**config.mk**
```make
export PLATFORM = sky130hd
export DESIGN_NAME = uart_tx
export DESIGN_NICKNAME = d
export VERILOG_FILES = /design/src/rtl/uart_tx.sv
export SDC_FILE = /design/constraint.sdc
export NUM_CORES = 1
export LEC_CHECK = 0
export BUFFER_PORTS_ARGS = -buffer_cell sky130_fd_sc_hd__buf_2
export CORE_MARGIN = 1.5
export CORE_UTILIZATION = 45
export CTS_CLUSTER_DIAMETER = 40
export CTS_CLUSTER_SIZE = 12
export DETAILED_ROUTE_END_ITERATION = 8
export GPL_TIMING_DRIVEN = 0
export SLEW_MARGIN = 40
export SYNTH_ARGS = -nofsm -noshare
export SYNTH_HDL_FRONTEND = slang
export SYNTH_SLANG_ARGS = --single-unit
```
**constraint.sdc**
```tcl
create_clock -name clk_in -period 4.3 [get_ports clk_in]
set_input_delay 0.215 -clock clk_in [delete_from_list [all_inputs] [get_ports clk_in]]
set_output_delay 0.215 -clock clk_in [all_outputs]
set_load 0.005 [all_outputs]
```
**src/rtl/uart_tx.sv**
```systemverilog
// UART transmitter: one byte per valid/ready handshake, framed as start, 8 data bits LSB first,
// optional parity and 1 or 2 stop bits. The line and the handshake outputs are all registered.
module uart_tx #(
    parameter int CLK_FREQ  = 100_000_000,
    parameter int BAUD_RATE = 12_000_000,
    parameter int PARITY    = 0,
    parameter int STOP_BITS = 1
) (
    input  logic       clk_in,
    input  logic       rst_in,
    input  logic [7:0] data_byte_in,
    input  logic       valid_in,
    output logic       ready_out,
    output logic       uart_txd_out,
    output logic       done_out
);
    localparam int CLKS_PER_BIT = CLK_FREQ / BAUD_RATE;
    localparam int CNT_W = (CLKS_PER_BIT > 1) ? $clog2(CLKS_PER_BIT) : 1;
    localparam logic [CNT_W-1:0] CNT_LAST = CNT_W'(CLKS_PER_BIT - 1);
    localparam logic [CNT_W-1:0] CNT_PRE  = CNT_W'(CLKS_PER_BIT - 2);
    localparam logic             STOP_END = 1'(STOP_BITS - 1);
    localparam logic             PAR_ODD  = (PARITY == 1);

    if (CLKS_PER_BIT < 2) begin : g_cpb_check
        $error("uart_tx: CLK_FREQ / BAUD_RATE must be at least 2");
    end
    if (STOP_BITS != 1 && STOP_BITS != 2) begin : g_stop_check
        $error("uart_tx: STOP_BITS must be 1 or 2");
    end
    if (PARITY < 0 || PARITY > 2) begin : g_parity_check
        $error("uart_tx: PARITY must be 0, 1 or 2");
    end

    typedef enum logic [2:0] {
        S_IDLE,
        S_START,
        S_DATA,
        S_PARITY,
        S_STOP
    } state_t;

    state_t           state;
    logic [CNT_W-1:0] baud_cnt;
    logic [2:0]       bit_idx;
    logic             stop_cnt;
    logic [7:0]       shreg;
    logic             par_bit;
    logic             accept;
    logic             bit_end;
    logic             stop_last;

    assign accept    = valid_in && ready_out;
    assign bit_end   = (baud_cnt == CNT_LAST);
    assign stop_last = (stop_cnt == STOP_END);

    // Payload registers carry no reset: they are always reloaded at acceptance.
    always_ff @(posedge clk_in) begin
        if (state == S_IDLE && accept) begin
            shreg   <= data_byte_in;
            par_bit <= (^data_byte_in) ^ PAR_ODD;
        end else if (state == S_DATA && bit_end) begin
            shreg <= shreg >> 1;
        end
    end

    always_ff @(posedge clk_in or negedge rst_in) begin
        if (!rst_in) begin
            state        <= S_IDLE;
            baud_cnt     <= '0;
            bit_idx      <= '0;
            stop_cnt     <= 1'b0;
            uart_txd_out <= 1'b1;
            ready_out    <= 1'b1;
            done_out     <= 1'b0;
        end else begin
            // Raised one cycle early so the registered pulse lands on the last stop cycle.
            done_out <= (state == S_STOP) && stop_last && (baud_cnt == CNT_PRE);
            if (state != S_IDLE) begin
                baud_cnt <= bit_end ? '0 : baud_cnt + CNT_W'(1);
            end
            case (state)
                S_IDLE: begin
                    if (accept) begin
                        state        <= S_START;
                        baud_cnt     <= '0;
                        uart_txd_out <= 1'b0;
                        ready_out    <= 1'b0;
                    end
                end
                S_START: begin
                    if (bit_end) begin
                        state        <= S_DATA;
                        bit_idx      <= '0;
                        uart_txd_out <= shreg[0];
                    end
                end
                S_DATA: begin
                    if (bit_end) begin
                        if (bit_idx == 3'd7) begin
                            if (PARITY != 0) begin
                                state        <= S_PARITY;
                                uart_txd_out <= par_bit;
                            end else begin
                                state        <= S_STOP;
                                stop_cnt     <= 1'b0;
                                uart_txd_out <= 1'b1;
                            end
                        end else begin
                            bit_idx      <= bit_idx + 3'd1;
                            uart_txd_out <= shreg[1];
                        end
                    end
                end
                S_PARITY: begin
                    if (bit_end) begin
                        state        <= S_STOP;
                        stop_cnt     <= 1'b0;
                        uart_txd_out <= 1'b1;
                    end
                end
                S_STOP: begin
                    if (bit_end) begin
                        if (stop_last) begin
                            state     <= S_IDLE;
                            ready_out <= 1'b1;
                        end else begin
                            stop_cnt <= stop_cnt + 1'b1;
                        end
                    end
                end
                default: begin
                    state        <= S_IDLE;
                    uart_txd_out <= 1'b1;
                    ready_out    <= 1'b1;
                end
            endcase
        end
    end
endmodule

```
=== Yosys cells after proc, flatten, opt, wreduce, memory -nomap -nowiden ===
Cells that the tools add are included.

* Add/sub/neg operators: 3
* Equality and inequality tests: 15
* Mux-type cells: 33
* Bitwise logic cells: 3
* Reduce and logical (&&, ||, !) cells: 16

{| class="wikitable"
|+ Operator list
! operator !! count
|-
| $mux W3 || 14
|-
| $mux W8 || 2
|-
| $pmux W3 S5 || 1
|-
| $ne A2 B2 Y1 const B || 7
|-
| $eq A3 B3 Y1 const B || 4
|-
| $mux W1 || 12
|-
| $reduce_and A5 Y1 || 2
|-
| $reduce_and A4 Y1 || 2
|-
| $reduce_and A7 Y1 || 1
|-
| $add A3 B1 Y3 const B || 2
|-
| $eq A3 B2 Y1 const B || 2
|-
| $pmux W1 S3 || 2
|-
| $pmux W3 S2 || 1
|-
| $reduce_bool A3 Y1 || 2
|-
| $logic_and A1 B1 Y1 || 5
|-
| $pmux W1 S5 || 1
|-
| $reduce_bool A2 Y1 || 2
|-
| $eq A3 B1 Y1 const B || 1
|-
| $logic_not A3 Y1 || 1
|-
| $not A1 Y1 || 3
|-
| $reduce_or A3 Y1 || 1
|-
| $ne A2 B1 Y1 const B || 1
|-
| $add A1 B1 Y1 const B || 1
|}

* Flip-flop bits (word level): 21
* Output and inout bits: 3

=== Logic depth before layout (Yosys ltp) ===
* Depth in word-level cells: 5
* Depth in mapped cells: 6
* Gate-level depth less buffers: 5

=== Worst setup path after synthesis ===
No wires, ideal clock.

* Kind: reg2reg
* Start point: register baud_cnt[0]
* End point: register shreg[0] (enable)
* Setup time: 375 ps
* Arrival: 1359 ps
* Required time: 3925 ps
* Slack: 2567 ps
* Cell stages (with the launch flop): 6
* Buffers on the path: 1
* Clock period less this slack: 1733 ps
* Cells stage by stage: dfrtp_1 > ha_1 > ha_1 > clkbuf_2 > nand3b_1 > o21bai_1

* Cells in the longest elaborated chain, start to end: 3

{| class="wikitable"
|+ RTL lines
! what !! line !! RTL
|-
| from (decl) || 43 || <nowiki>logic [CNT_W-1:0] baud_cnt;</nowiki>
|-
| from (signal assigned) || 79 || <nowiki>baud_cnt <= bit_end ? '0 : baud_cnt + CNT_W'(1);</nowiki>
|-
| $eq A3 B3 Y1 || 53 || <nowiki>assign bit_end = (baud_cnt == CNT_LAST);</nowiki>
|-
| $logic_and A1 B1 Y1 || 61 || <nowiki>end else if (state == S_DATA && bit_end) begin</nowiki>
|-
| $reduce_bool A2 Y1 (no source line) || n/a ||
|-
| to (signal assigned) || 59 || <nowiki>shreg <= data_byte_in;</nowiki>
|-
| to (signal assigned) || 62 || <nowiki>shreg <= shreg >> 1;</nowiki>
|-
| to (decl) || 46 || <nowiki>logic [7:0] shreg;</nowiki>
|}

No other way between the ends.
A chain may end at the register's enable or synchronous reset.

=== Final worst setup path ===
* Start point: register baud_cnt[0]
* End point: register shreg[3] (enable)

The elaborated chain is that of the path after synthesis.

==> flow_metrics.tcl <==
set metrics [dict create \
    avgSynthCellArea_um2 12.7 \
    path_cells "ha_1, ha_1, clkbuf_2, nand3b_1, o21bai_1" \
    via_count 677 \
    synth.top_cell.area_share_pct 24.6 \
    cpPeakStageDelay_ns 0.62 \
    dieArea_um2 2560 \
    path_common_cell "ha_1" \
    post-route-min-period_ns 2.05 \
    worst_pin_slew_ns 0.739 \
    finalCoreUtilization_pct 53.2 \
    arrival_ns 1.99 \
    root_buffer "clkbuf_4" \
    synth.area.top_cells "dfrtp_1 (25%), edfxtp_1 (24%), mux2_4 (8.8%), ha_1 (6.1%), dfstp_2 (5.2%)" \
    fp.dieH_um 50.6 \
    antenna_found_initial 0 \
    overflow 0 \
    synth_fp_nets 96 \
    worstSetupPathType "flop to flop" \
    required_ns 4.24 \
    yosysTopAreaCell "dfrtp_1" \
    fmax_mhz 488 \
    io_buffer_count 13 \
    drt.antenna.violating_nets 0 \
    slew_violations 0 \
    endpoint_kind "flop" \
    powerDensity_nw_per_um2 496 \
    ios 14 \
    cts_resized 0 \
    area_growth_syn_to_layout_pct 13.4 \
    synth.distinct_cells 33 \
    final-setup-viol-count 0 \
    placed_cells 121 \
    ys_ff_latch 20 \
    start_kind "flop" \
    drv_cap 0 \
    setup_tns_ns 0 \
    rsz0062_at_grt "false" \
    dr.pass1.iters 4 \
    path_buf_inv 1 \
    nNetsFinal 115 \
    drt-total-wl_mm 1.67 \
    cts_max_level 1 \
    rows 17 \
    clkSlewWorstSetupHoldPaths_ns 0.11 \
    drt_iter0_drc 7 \
    grt_pass1_vias 660 \
    clock_latency_ns 0.30 \
    drc 0 \
    holdCritPathClass "input pin to flop" \
    cp_max_fo 9 \
    status "finished clean" \
    initial_core_util_pct 46.9 \
    synth_area_um2 1020 \
    slowest_stage "o21bai_1" \
    dp_hpwl_mm 1.24 \
    cts_buffers 3 \
    p_leak_nw 0.511 \
    grt_pass1_wl_mm 2.99 \
    diodes 0 \
    vias_per_cell 5.37 \
    clock-sinks 20 \
    die_x_um 50.6 \
    fin_worst_skew_ns 0.00531 \
    routedWlPerCell_um 13.3 \
    drive_gt1_share_pct 32.7 \
    peakVddDrop_mv 0.246 \
    synth_warnings 0 \
    hold_viol_final 0 \
    grt_max_degree 13 \
    grt.total_usage_pct 15.9 \
    finalNonFillerCells 126 \
    cp_top_family "compound AO/OA/AOI/OAI gates" \
    fin_crit_sh_pct 47.6 \
    cts_tree "done" \
    gp_congestion 0.715 \
    syn_inst 80 \
    coreArea_um2 2170 \
    cts_buffer_depth 2 \
    synth-seq-area-share_pct 53.3 \
    maxSlewHeadroom_pct 50.7 \
]
state kept, by name, summed over array words and instances (netlist names):
name and flops:
baud_cnt 3, bit_idx 3, done_out 1, ready_out 1, shreg 8, state 3, uart_txd_out 1
cell usage after synthesis:
cell type  number
o21ai_0         4
a21oi_1         3
nor3_1          2
nor2_1          5
inv_1           2
and3_4          1
clkbuf_2        1
clkbuf_1        1
o31ai_1         1
buf_12          1
a21o_1          1
o41ai_1         1
dfstp_2         2
or3_1           2
buf_2           1
mux2_2          2
nand3b_1        1
edfxtp_1        8
nor2b_1         2
mux2_4          6
a221oi_1        1
nand2_1         4
buf_6           1
nand3_1         3
nor3b_1         1
o22ai_1         1
a22o_1          2
dfrtp_1        10
a2bb2oi_1       1
nor3_4          1
o21bai_1        2
and2_1          1
ha_1            5
routing by layer:
layer / vias to the layer above / track usage, % / routed length, um
met5: - / 0 / 0
met4: 0 / 6.76 / 30
met3: 5 / 3.57 / 60
met2: 14 / 25.7 / 798
met1: 328 / 20.6 / 784
li1: 330 / - / -
final cells by class:
type	count	area, um^2
buffer	5	45.0
fill	213	1010
timing repair buffer	14	75.1
inverter	2	7.51
multi-input combinational	53	423
tap	28	35.0
sequential	20	543
clock inverter	1	3.75
clock buffer	3	22.5
cells by family (layout without fill, tap and decap cells):
kind of cell	Yosys count	after routing	synth area share (%)
compound gates	17	17	11.3
fa+ha+maj	5	5	6.14
buf+inv	7	25	5.16
flops	20	20	53.3
mux	8	8	11.1
simple gates	23	23	13.0
repair_timing:
item / CTS / global route
endpoints found under the setup margin: 0 / 0
hold buffers: 1 / 0
endpoints found under the hold margin: 10 / 0
buffers inserted: 0 / 0
placed cells by master (no fill, tap or decap):
cell           instances
dfrtp_1               10
buf_12                 1
a22o_1                 2
clkbuf_2               1
nor3_1                 2
a21o_1                 1
and3_4                 1
a221oi_1               1
edfxtp_1               8
ha_1                   5
buf_2                 14
clkbuf_4               3
clkinv_1               1
nand3b_1               1
nor3b_1                1
a21oi_1                3
buf_6                  1
o22ai_1                1
a2bb2oi_1              1
nand2_1                4
and2_1                 1
mux2_4                 6
clkbuf_1               1
o31ai_1                1
nor3_4                 1
inv_1                  2
o41ai_1                1
nor2_1                 5
or3_1                  2
nand3_1                3
o21ai_0                4
dlygate4sd3_1          1
nor2b_1                2
mux2_2                 2
o21bai_1               2
dfstp_2                2
worst register-to-register path, cell delays in order, from the launching register on:
cell	delay, ns
dfrtp_1	0.41
ha_1	0.17
ha_1	0.14
clkbuf_2	0.19
nand3b_1	0.15
o21bai_1	0.62
worst paths after layout:
check	startpoint	endpoint	slack (ns)	depth (start not counted)
hold reg to reg	bit_idx[1]	bit_idx[1]	0.53	1
setup / recovery	baud_cnt[0]	shreg[3]	2.25	5
hold / removal	valid_in	ready_out	0.07	2
setup reg to reg	baud_cnt[0]	shreg[3]	2.25	5
max in group asynchronous	rst_in	uart_txd_out	3.72	2
min in group asynchronous	rst_in	baud_cnt[0]	0.31	2
metrics by stage:
stage	total power [mW]	setup slack [ns]	hold WS, ns	area, um^2
finish	0.573	2.25	0.0701	1150
global route	0.623	2.05	0.0650	1150
CTS	0.581	2.21	0.0619	1150
detailed placement	0.492	2.23	0.110	1120
global placement	0.478	2.26	0.111	1120
floorplan	0.437	2.57	-0.0806	1020
power breakdown:
part	internal (mW)	switching, mW
Clock	0.0338	0.0543
Combinational	0.0963	0.106
Sequential	0.248	0.0342
Total	0.378	0.195
Power figures use the tool's default switching activity.
